## config.mk

```make
export PLATFORM = sky130hd
export DESIGN_NAME = mandelbrot_pixel_sequencer
export DESIGN_NICKNAME = d
export VERILOG_FILES = /design/src/rtl/mandelbrot_pkg.sv /design/src/rtl/mandelbrot_raster_counter.sv /design/src/rtl/mandelbrot_pixel_sequencer.sv
export SDC_FILE = /design/constraint.sdc
export NUM_CORES = 1
export LEC_CHECK = 0
export ABC_AREA = 1
export BUFFER_PORTS_ARGS = -buffer_cell sky130_fd_sc_hd__buf_4
export CAP_MARGIN = 30
export CORE_MARGIN = 2
export CORE_UTILIZATION = 55
export CTS_CLUSTER_DIAMETER = 80
export DETAILED_ROUTE_END_ITERATION = 10
export PLACE_DENSITY_LB_ADDON = 0.2
export SYNTH_ARGS = -nofsm -noshare
export SYNTH_HDL_FRONTEND = slang
export SYNTH_SLANG_ARGS = --single-unit
```

## constraint.sdc

```tcl
create_clock -name clk -period 2.97 [get_ports clk]
set_input_delay 0.297 -clock clk [delete_from_list [all_inputs] [get_ports clk]]
set_output_delay 0.297 -clock clk [all_outputs]
set_load 0.02 [all_outputs]
```

## src/rtl/mandelbrot_pkg.sv

```systemverilog
// Shared widths and sequencer state encoding for the Mandelbrot pixel pipeline.
package mandelbrot_pkg;

  localparam int unsigned PX_W  = 10;
  localparam int unsigned PY_W  = 9;
  localparam int unsigned RGB_W = 24;

  typedef enum logic [1:0] {
    StIdle,
    StIssue,
    StWait,
    StPush
  } seq_state_e;

endpackage

```

## src/rtl/mandelbrot_raster_counter.sv

```systemverilog
// Raster position register: clears to (0,0), advances left-to-right then top-to-bottom.
module mandelbrot_raster_counter
  import mandelbrot_pkg::*;
#(
  parameter int unsigned H_RES = 640,
  parameter int unsigned V_RES = 480
) (
  input  logic            clk,
  input  logic            reset_n,
  input  logic            clr,
  input  logic            adv,
  output logic [PX_W-1:0] px,
  output logic [PY_W-1:0] py,
  output logic            is_first,
  output logic            is_eol,
  output logic            is_last
);

  localparam logic [PX_W-1:0] PxMax = PX_W'(H_RES - 1);
  localparam logic [PY_W-1:0] PyMax = PY_W'(V_RES - 1);

  logic [PX_W-1:0] px_q, px_d;
  logic [PY_W-1:0] py_q, py_d;

  assign px       = px_q;
  assign py       = py_q;
  assign is_first = (px_q == '0) && (py_q == '0);
  assign is_eol   = (px_q == PxMax);
  assign is_last  = is_eol && (py_q == PyMax);

  always_comb begin
    px_d = px_q;
    py_d = py_q;
    if (clr) begin
      px_d = '0;
      py_d = '0;
    end else if (adv) begin
      if (is_eol) begin
        px_d = '0;
        py_d = is_last ? '0 : py_q + PY_W'(1);
      end else begin
        px_d = px_q + PX_W'(1);
      end
    end
  end

  always_ff @(posedge clk or negedge reset_n) begin
    if (!reset_n) begin
      px_q <= '0;
      py_q <= '0;
    end else begin
      px_q <= px_d;
      py_q <= py_d;
    end
  end

endmodule

```

## src/rtl/mandelbrot_pixel_sequencer.sv

```systemverilog
// Walks one raster frame through the per-pixel compute core and streams the colours out.
module mandelbrot_pixel_sequencer
  import mandelbrot_pkg::*;
#(
  parameter int unsigned H_RES   = 640,
  parameter int unsigned V_RES   = 480,
  parameter int unsigned TIMEOUT = 4096
) (
  input  logic             clk,
  input  logic             reset_n,
  input  logic             frame_go,
  output logic             core_start,
  output logic [PX_W-1:0]  core_px,
  output logic [PY_W-1:0]  core_py,
  input  logic             core_done,
  input  logic [RGB_W-1:0] core_rgb,
  output logic [RGB_W-1:0] out_data,
  output logic             out_valid,
  input  logic             out_ready,
  output logic             out_sof,
  output logic             out_eol,
  output logic             busy,
  output logic             frame_done,
  output logic             timeout_err
);

  localparam int unsigned     CntW   = $clog2(TIMEOUT);
  localparam logic [CntW-1:0] CntMax = CntW'(TIMEOUT - 1);

  seq_state_e       state_q, state_d;
  logic [CntW-1:0]  wait_cnt_q, wait_cnt_d;
  logic [RGB_W-1:0] out_data_q, out_data_d;
  logic             out_valid_q, out_valid_d;
  logic             out_sof_q, out_sof_d;
  logic             out_eol_q, out_eol_d;
  logic             frame_done_q, frame_done_d;
  logic             timeout_err_q, timeout_err_d;
  logic             core_start_q, core_start_d;
  logic             busy_q, busy_d;
  logic             clr, adv;
  logic             is_first, is_eol, is_last;

  mandelbrot_raster_counter #(
    .H_RES (H_RES),
    .V_RES (V_RES)
  ) u_raster (
    .clk      (clk),
    .reset_n  (reset_n),
    .clr      (clr),
    .adv      (adv),
    .px       (core_px),
    .py       (core_py),
    .is_first (is_first),
    .is_eol   (is_eol),
    .is_last  (is_last)
  );

  always_comb begin
    state_d       = state_q;
    wait_cnt_d    = wait_cnt_q;
    out_data_d    = out_data_q;
    out_valid_d   = out_valid_q;
    out_sof_d     = out_sof_q;
    out_eol_d     = out_eol_q;
    timeout_err_d = timeout_err_q;
    frame_done_d  = 1'b0;
    clr           = 1'b0;
    adv           = 1'b0;
    case (state_q)
      StIdle: begin
        if (frame_go) begin
          clr           = 1'b1;
          timeout_err_d = 1'b0;
          state_d       = StIssue;
        end
      end
      StIssue: begin
        wait_cnt_d = '0;
        state_d    = StWait;
      end
      StWait: begin
        // A completion in the final allowed cycle still counts as on time.
        if (core_done || (wait_cnt_q == CntMax)) begin
          out_data_d  = core_done ? core_rgb : '0;
          out_valid_d = 1'b1;
          out_sof_d   = is_first;
          out_eol_d   = is_eol;
          if (!core_done) begin
            timeout_err_d = 1'b1;
          end
          state_d = StPush;
        end else begin
          wait_cnt_d = wait_cnt_q + CntW'(1);
        end
      end
      StPush: begin
        if (out_valid_q && out_ready) begin
          out_valid_d = 1'b0;
          out_sof_d   = 1'b0;
          out_eol_d   = 1'b0;
          if (is_last) begin
            frame_done_d = 1'b1;
            state_d      = StIdle;
          end else begin
            adv     = 1'b1;
            state_d = StIssue;
          end
        end
      end
      default: state_d = StIdle;
    endcase
    // Registered from the next state so the pulse lines up with the ISSUE cycle itself.
    core_start_d = (state_d == StIssue);
    busy_d       = (state_d != StIdle);
  end

  always_ff @(posedge clk or negedge reset_n) begin
    if (!reset_n) begin
      state_q       <= StIdle;
      wait_cnt_q    <= '0;
      out_data_q    <= '0;
      out_valid_q   <= 1'b0;
      out_sof_q     <= 1'b0;
      out_eol_q     <= 1'b0;
      frame_done_q  <= 1'b0;
      timeout_err_q <= 1'b0;
      core_start_q  <= 1'b0;
      busy_q        <= 1'b0;
    end else begin
      state_q       <= state_d;
      wait_cnt_q    <= wait_cnt_d;
      out_data_q    <= out_data_d;
      out_valid_q   <= out_valid_d;
      out_sof_q     <= out_sof_d;
      out_eol_q     <= out_eol_d;
      frame_done_q  <= frame_done_d;
      timeout_err_q <= timeout_err_d;
      core_start_q  <= core_start_d;
      busy_q        <= busy_d;
    end
  end

  assign core_start  = core_start_q;
  assign out_data    = out_data_q;
  assign out_valid   = out_valid_q;
  assign out_sof     = out_sof_q;
  assign out_eol     = out_eol_q;
  assign busy        = busy_q;
  assign frame_done  = frame_done_q;
  assign timeout_err = timeout_err_q;

endmodule

```

=== Word-level counts from Yosys, hierarchy flattened ===
Index checks and enable logic that the tools add are counted.

* $add $sub $neg: 3
* Eq/ne operators: 12
* Multiplexer cells: 34
* Reduce and logical (&&, ||, !) cells: 18

{| class="wikitable"
|+ Operators with widths
! operator !! count
|-
| $mux 9 || 4
|-
| $mux 10 || 3
|-
| $mux 24 || 1
|-
| $pmux 12 s2 || 1
|-
| $mux 1 || 16
|-
| $add 12x1->12 const B || 1
|-
| $eq 12x12->1 const B || 1
|-
| $mux 12 || 1
|-
| $reduce_bool 2->1 || 6
|-
| $add 10x1->10 const B || 1
|-
| $eq 10x10->1 const B || 1
|-
| $logic_not 10->1 || 1
|-
| $ne 2x2->1 const B || 5
|-
| $add 9x1->9 const B || 1
|-
| $eq 9x9->1 const B || 1
|-
| $logic_not 9->1 || 1
|-
| $pmux 1 s2 || 4
|-
| $pmux 2 s4 || 1
|-
| $mux 2 || 3
|-
| $reduce_and 2->1 || 3
|-
| $eq 2x1->1 const B || 2
|-
| $eq 2x2->1 const B || 2
|-
| $reduce_and 4->1 || 1
|-
| $logic_and 1x1->1 || 3
|-
| other kinds (3) || 3
|}

* Flip-flop bits (word level): 64
* Input port bits: 29
* Output and inout port bits: 50
* Logic and storage cells: 79

=== Logic depth before layout (Yosys ltp) ===
* Word-level depth: 7
* Gate-level depth with buffers: 10
* Depth with buffers taken out: 9

=== By module ===
A second synthesis with hierarchy kept.

* Cell total of the unflattened synthesis: 432
* Area total of the unflattened synthesis: 3412.0 sq um

{| class="wikitable"
|+ By module, submodules not included
! module !! instances !! cells each !! area each (sq um) !! sequential area each (sq um)
|-
| mandelbrot_pixel_sequencer || 1 || 259 || 2147.1 || 1126.1
|-
| mandelbrot_raster_counter || 1 || 173 || 1265.0 || 475.5
|}

=== Worst setup path before layout ===
Ideal clock, no wire load.

* Path kind: reg-to-reg
* Start: register u_raster.py_q[0], in the netlist u_raster.py[0]
* End: register u_raster.py_q[3], in the netlist u_raster.py[3]
* Setup time: 0.118 ns
* Data arrival time: 1.553 ns
* Required time: 2.852 ns
* Path slack: 1.300 ns
* Stages on the path, launching flop included: 10
* Path buffers: 1
* Period minus slack after synthesis: 1.670 ns
* Cell sequence: dfrtp_1 ha_1 nand3_1 nor2_2 nand4_2 nand2_2 nand2_4 buf_6 nand3_1 nand2_1

* Word-level cells in the longest chain between the ends: 7
* Elaborated cells between the ends (all ways): 12
* Classes of those cells: add/sub (1); eq/ne (1); mux (7); reduce/logical (3)

{| class="wikitable"
|+ Ends and longest elaborated chain
! element !! line !! RTL
|-
| from (decl) || mandelbrot_raster_counter.sv:23 || <nowiki>logic [PY_W-1:0] py_q, py_d;</nowiki>
|-
| from (signal assigned) || mandelbrot_raster_counter.sv:53 || <nowiki>py_q <= py_d;</nowiki>
|-
| branches (longest 7 deep; another with $add 9x1->9) || - ||
|}

Several ways; the timed one is not identified. The select of a mux whose other input is x is not followed.
A chain may end at the register's enable or synchronous reset.

=== Final worst setup path ===
* Start: register wait_cnt_q[1]
* End: register busy_q, in the netlist busy

* Word-level cells in the longest chain between the ends: 5

{| class="wikitable"
|+ Ends and longest elaborated chain
! element !! line !! RTL
|-
| from (decl) || mandelbrot_pixel_sequencer.sv:31 || <nowiki>logic [CntW-1:0] wait_cnt_q, wait_cnt_d;</nowiki>
|-
| from (signal assigned) || mandelbrot_pixel_sequencer.sv:131 || <nowiki>wait_cnt_q <= wait_cnt_d;</nowiki>
|-
| $eq 12x12->1 || mandelbrot_pixel_sequencer.sv:83 || <nowiki>if (core_done || (wait_cnt_q == CntMax)) begin</nowiki>
|-
| $logic_or 1x1->1 || mandelbrot_pixel_sequencer.sv:83 ||
|-
| $mux 2 || mandelbrot_pixel_sequencer.sv:83 ||
|-
| $pmux 2 s4 || mandelbrot_pixel_sequencer.sv:69 || <nowiki>case (state_q)</nowiki>
|-
| $reduce_bool 2->1 || mandelbrot_pixel_sequencer.sv:114 || <nowiki>busy_d = (state_d != StIdle);</nowiki>
|-
| named net busy_d || mandelbrot_pixel_sequencer.sv:39 || <nowiki>logic busy_q, busy_d;</nowiki>
|-
| to (signal assigned) || mandelbrot_pixel_sequencer.sv:139 || <nowiki>busy_q <= busy_d;</nowiki>
|-
| to (decl) || mandelbrot_pixel_sequencer.sv:39 ||
|}

The timed path passes the listed nets, and every way through them passes these cells.

==> reports/summary.txt <==
Critical path's slowest cell: dfrtp_1
Cell family with most CP delay: simple AND/OR/NAND/NOR gates
Mapped Area: 0.00350 sq mm
Worst hold path class: input port to async pin
Placeable Area: 0.00624 sq mm
Routed wire per std cell: 12.9 microns
H-tree levels: 3
Crit share post-route: 66.7%
Achievable Freq: 0.505 GHz
Post-cts hold buffer count: 0
Ports: 79
DRT Wirelength: 8010 microns
Starting Density: 56.1%
Yosys Warn Count: 0
Clock skew: 10.2 ps
TritonCTS buffer count: 9
Die Width: 83.8 microns
CP Max Fanout: 27
RSZ-0062 raised after global routing: false
HPWL reported at the end of detailed placement: 5680 microns
Setup tns final: 0 ps
Routability cong.: 0.955
Clock root cell: clkbuf_8
Resized Gates After CTS: 0
Clk_lat worst skew: 340 ps
Die extent in y: 83.8 microns
Worst Path Arrival: 2200 ps
Clock sink count: 64
Setup CP Type: flop to flop
CTS max path bufs: 2
DRC viols: 0
Hold slack: 37.1 ps
First-pass GRT wire length: 13400 microns
Peak VDD IR: 312 uV
Post CTS Setup Buffer Count: 0
Port buffer count: 78
Fillers: 549
Pre-antenna DRT Iters: 5
Vias in the first global route: 2985
EDFF count, synth: 0
Critical Path Max Stage Delay: 400 ps
Vias: 3260
Required time of the critical path: 3190 ps
Die area: 0.00701 sq mm
Startpoint types: flop
Min cycle time layout: 1980 ps
Netlist cell types: 31
Fin. Hold Viols: 0
# diodes: 0
FF+latch count, synth: 64
Largest net degree at the start of global routing: 65
Status: finished clean
Top_reg_cell synth: dfrtp_1
Most frequent cells in the layout: nand2_1 (162), buf_4 (79), dfrtp_1 (64)
Mapped Nets: 493
Leakage: 0.00233 uW
Post-DRT Antenna Nets: 0
Crit end category: flop
CP cell instances: ha_1 > nand2_2 > nor2_2 > nand3_1 > nand2_1 > nand2_2 > inv_1 > nor2_1 > nand3_1
Total design power: 1660 uW
Average cell area after synthesis: 7.62 sq um
Final Max Tran Viols: 0
Total of max-cap violations: 0
Area Overhead vs Synth: 23.1%
Initial antenna violation count: 0
CTS tree: yes
Row cnt: 29
Fraction of layout cells with a size suffix above 1: 23.0%
Total congestion overflow: 0
CP bufs+invs: 1
Most common cell after layout, fill and taps aside: nand2_1
Tot GR Track Use: 23.5%
Via-to-Cell Ratio: 5.26
Nets: 572
Max_slew headroom: 47.3%
Tightest Pin Transition: 790 ps
Clock transition at path regs: 70 ps
Async SR Flop Fraction: 100%
Cells after Synth: 459
Power Dens Cells: 384 mW/mm^2
Seq/Total Area, Yosys: 45.8%
Count of final setup violators: 0
DR iter-0 viols: 198
-- final cells by class --
type	instances	area [sq um]	area share [%]
flip-flops and latches	64	1600	37.2
clock inverters	7	72.6	1.68
repair buffers	79	593	13.8
multi-input cells	341	1660	38.5
well taps	77	96.3	2.24
inverters	43	163	3.78
clock buffers	9	124	2.88
-- worst register-to-register path: stages, from the launching register on --
cell and delay, ps:
dfrtp_1 400, ha_1 270, nand2_2 130, nor2_2 50, nand3_1 110, nand2_1 90
nand2_2 380, inv_1 160, nor2_1 180, nand3_1 90
-- synth_stat cells (4+ instances only) --
master     n  area [sq um]
nand2_1  162           608
dfrtp_1   64          1600
nand3_1   54           270
nor2_1    41           154
inv_1     37           139
o21ai_0   15          75.1
nand4_1   14          87.6
xor2_1     8          70.1
nor3_1     7          35.0
nand2_2    6          37.5
ha_1       5          62.6
nor2_2     5          31.3
buf_6      4          45.0
inv_2      4          15.0
o21ai_2    4          35.0
-- metal layers --
| layer | vias to the layer above | share of wire (%) | global-route usage (%) | wire length, microns |
|---|---|---|---|---|
| met5 | - | 0 | 0 | 0 |
| met4 | 0 | 2.0 | 8.06 | 159 |
| met3 | 15 | 5.6 | 5.14 | 447 |
| met1 | 1526 | 45 | 31.3 | 3640 |
| li1 | 1624 | - | - | - |
| met2 | 95 | 47 | 38.1 | 3770 |
-- sequential cells by signal, summed over array words and instances (netlist names) --
register / cells
state_q: 2
out_valid: 1
out_data: 24
timeout_err: 1
wait_cnt_q: 12
frame_done: 1
out_sof: 1
u_raster.px: 10
u_raster.py: 9
busy: 1
core_start: 1
out_eol: 1
-- where the power goes --
part           switching (uW)  internal, uW  total [uW]  leakage [uW]
clock                     347           387         734     0.0000952
sequential                  0           871         871      0.000816
combinational            27.5          23.4        50.9       0.00142
total                     375          1280        1660       0.00233
-- path summary, 6_finish.rpt --
kind	startpoint	end	slack [ps]	depth (start not counted)
max reg2reg	wait_cnt_q[1]	busy	990	9
min	reset_n	wait_cnt_q[6]	40	1
max in group asynchronous	reset_n	u_raster.px[6]	2400	1
min in group clk	core_rgb[16]	out_data[16]	190	3
max	wait_cnt_q[1]	busy	990	9
min reg2reg	out_data[4]	out_data[4]	470	2
-- metrics by stage --
| step | area (sq um) | cells | worst slack [ps] | util, % |
|---|---|---|---|---|
| 6_report | 4310 | 620 | 990 | 69.0 |
| 5_1_grt | 4310 | 620 | 806 | 69.0 |
| 4_1_cts | 4310 | 620 | 999 | 69.0 |
| 3_5_place_dp | 4110 | 604 | 1060 | 65.9 |
| 3_3_place_gp | 4110 | 604 | 1140 | 65.9 |
| 2_1_floorplan | 3500 | 459 | 1300 | - |
-- kinds of logic (layout without fill, tap and decap cells) --
group                    count (synthesis)  in the layout  synth area share [%]
AND/OR/NAND/NOR                        301            301                  38.7
flip-flops                              64             64                  45.8
buffers and inverters                   54            138                  6.83
AO/OA/AOI/OAI                           27             27                  4.90
XOR/XNOR                                 8              8                  2.00
adder cells (fa/ha/maj)                  5              5                  1.79
No activity file was read; power rests on OpenSTA's default activity.
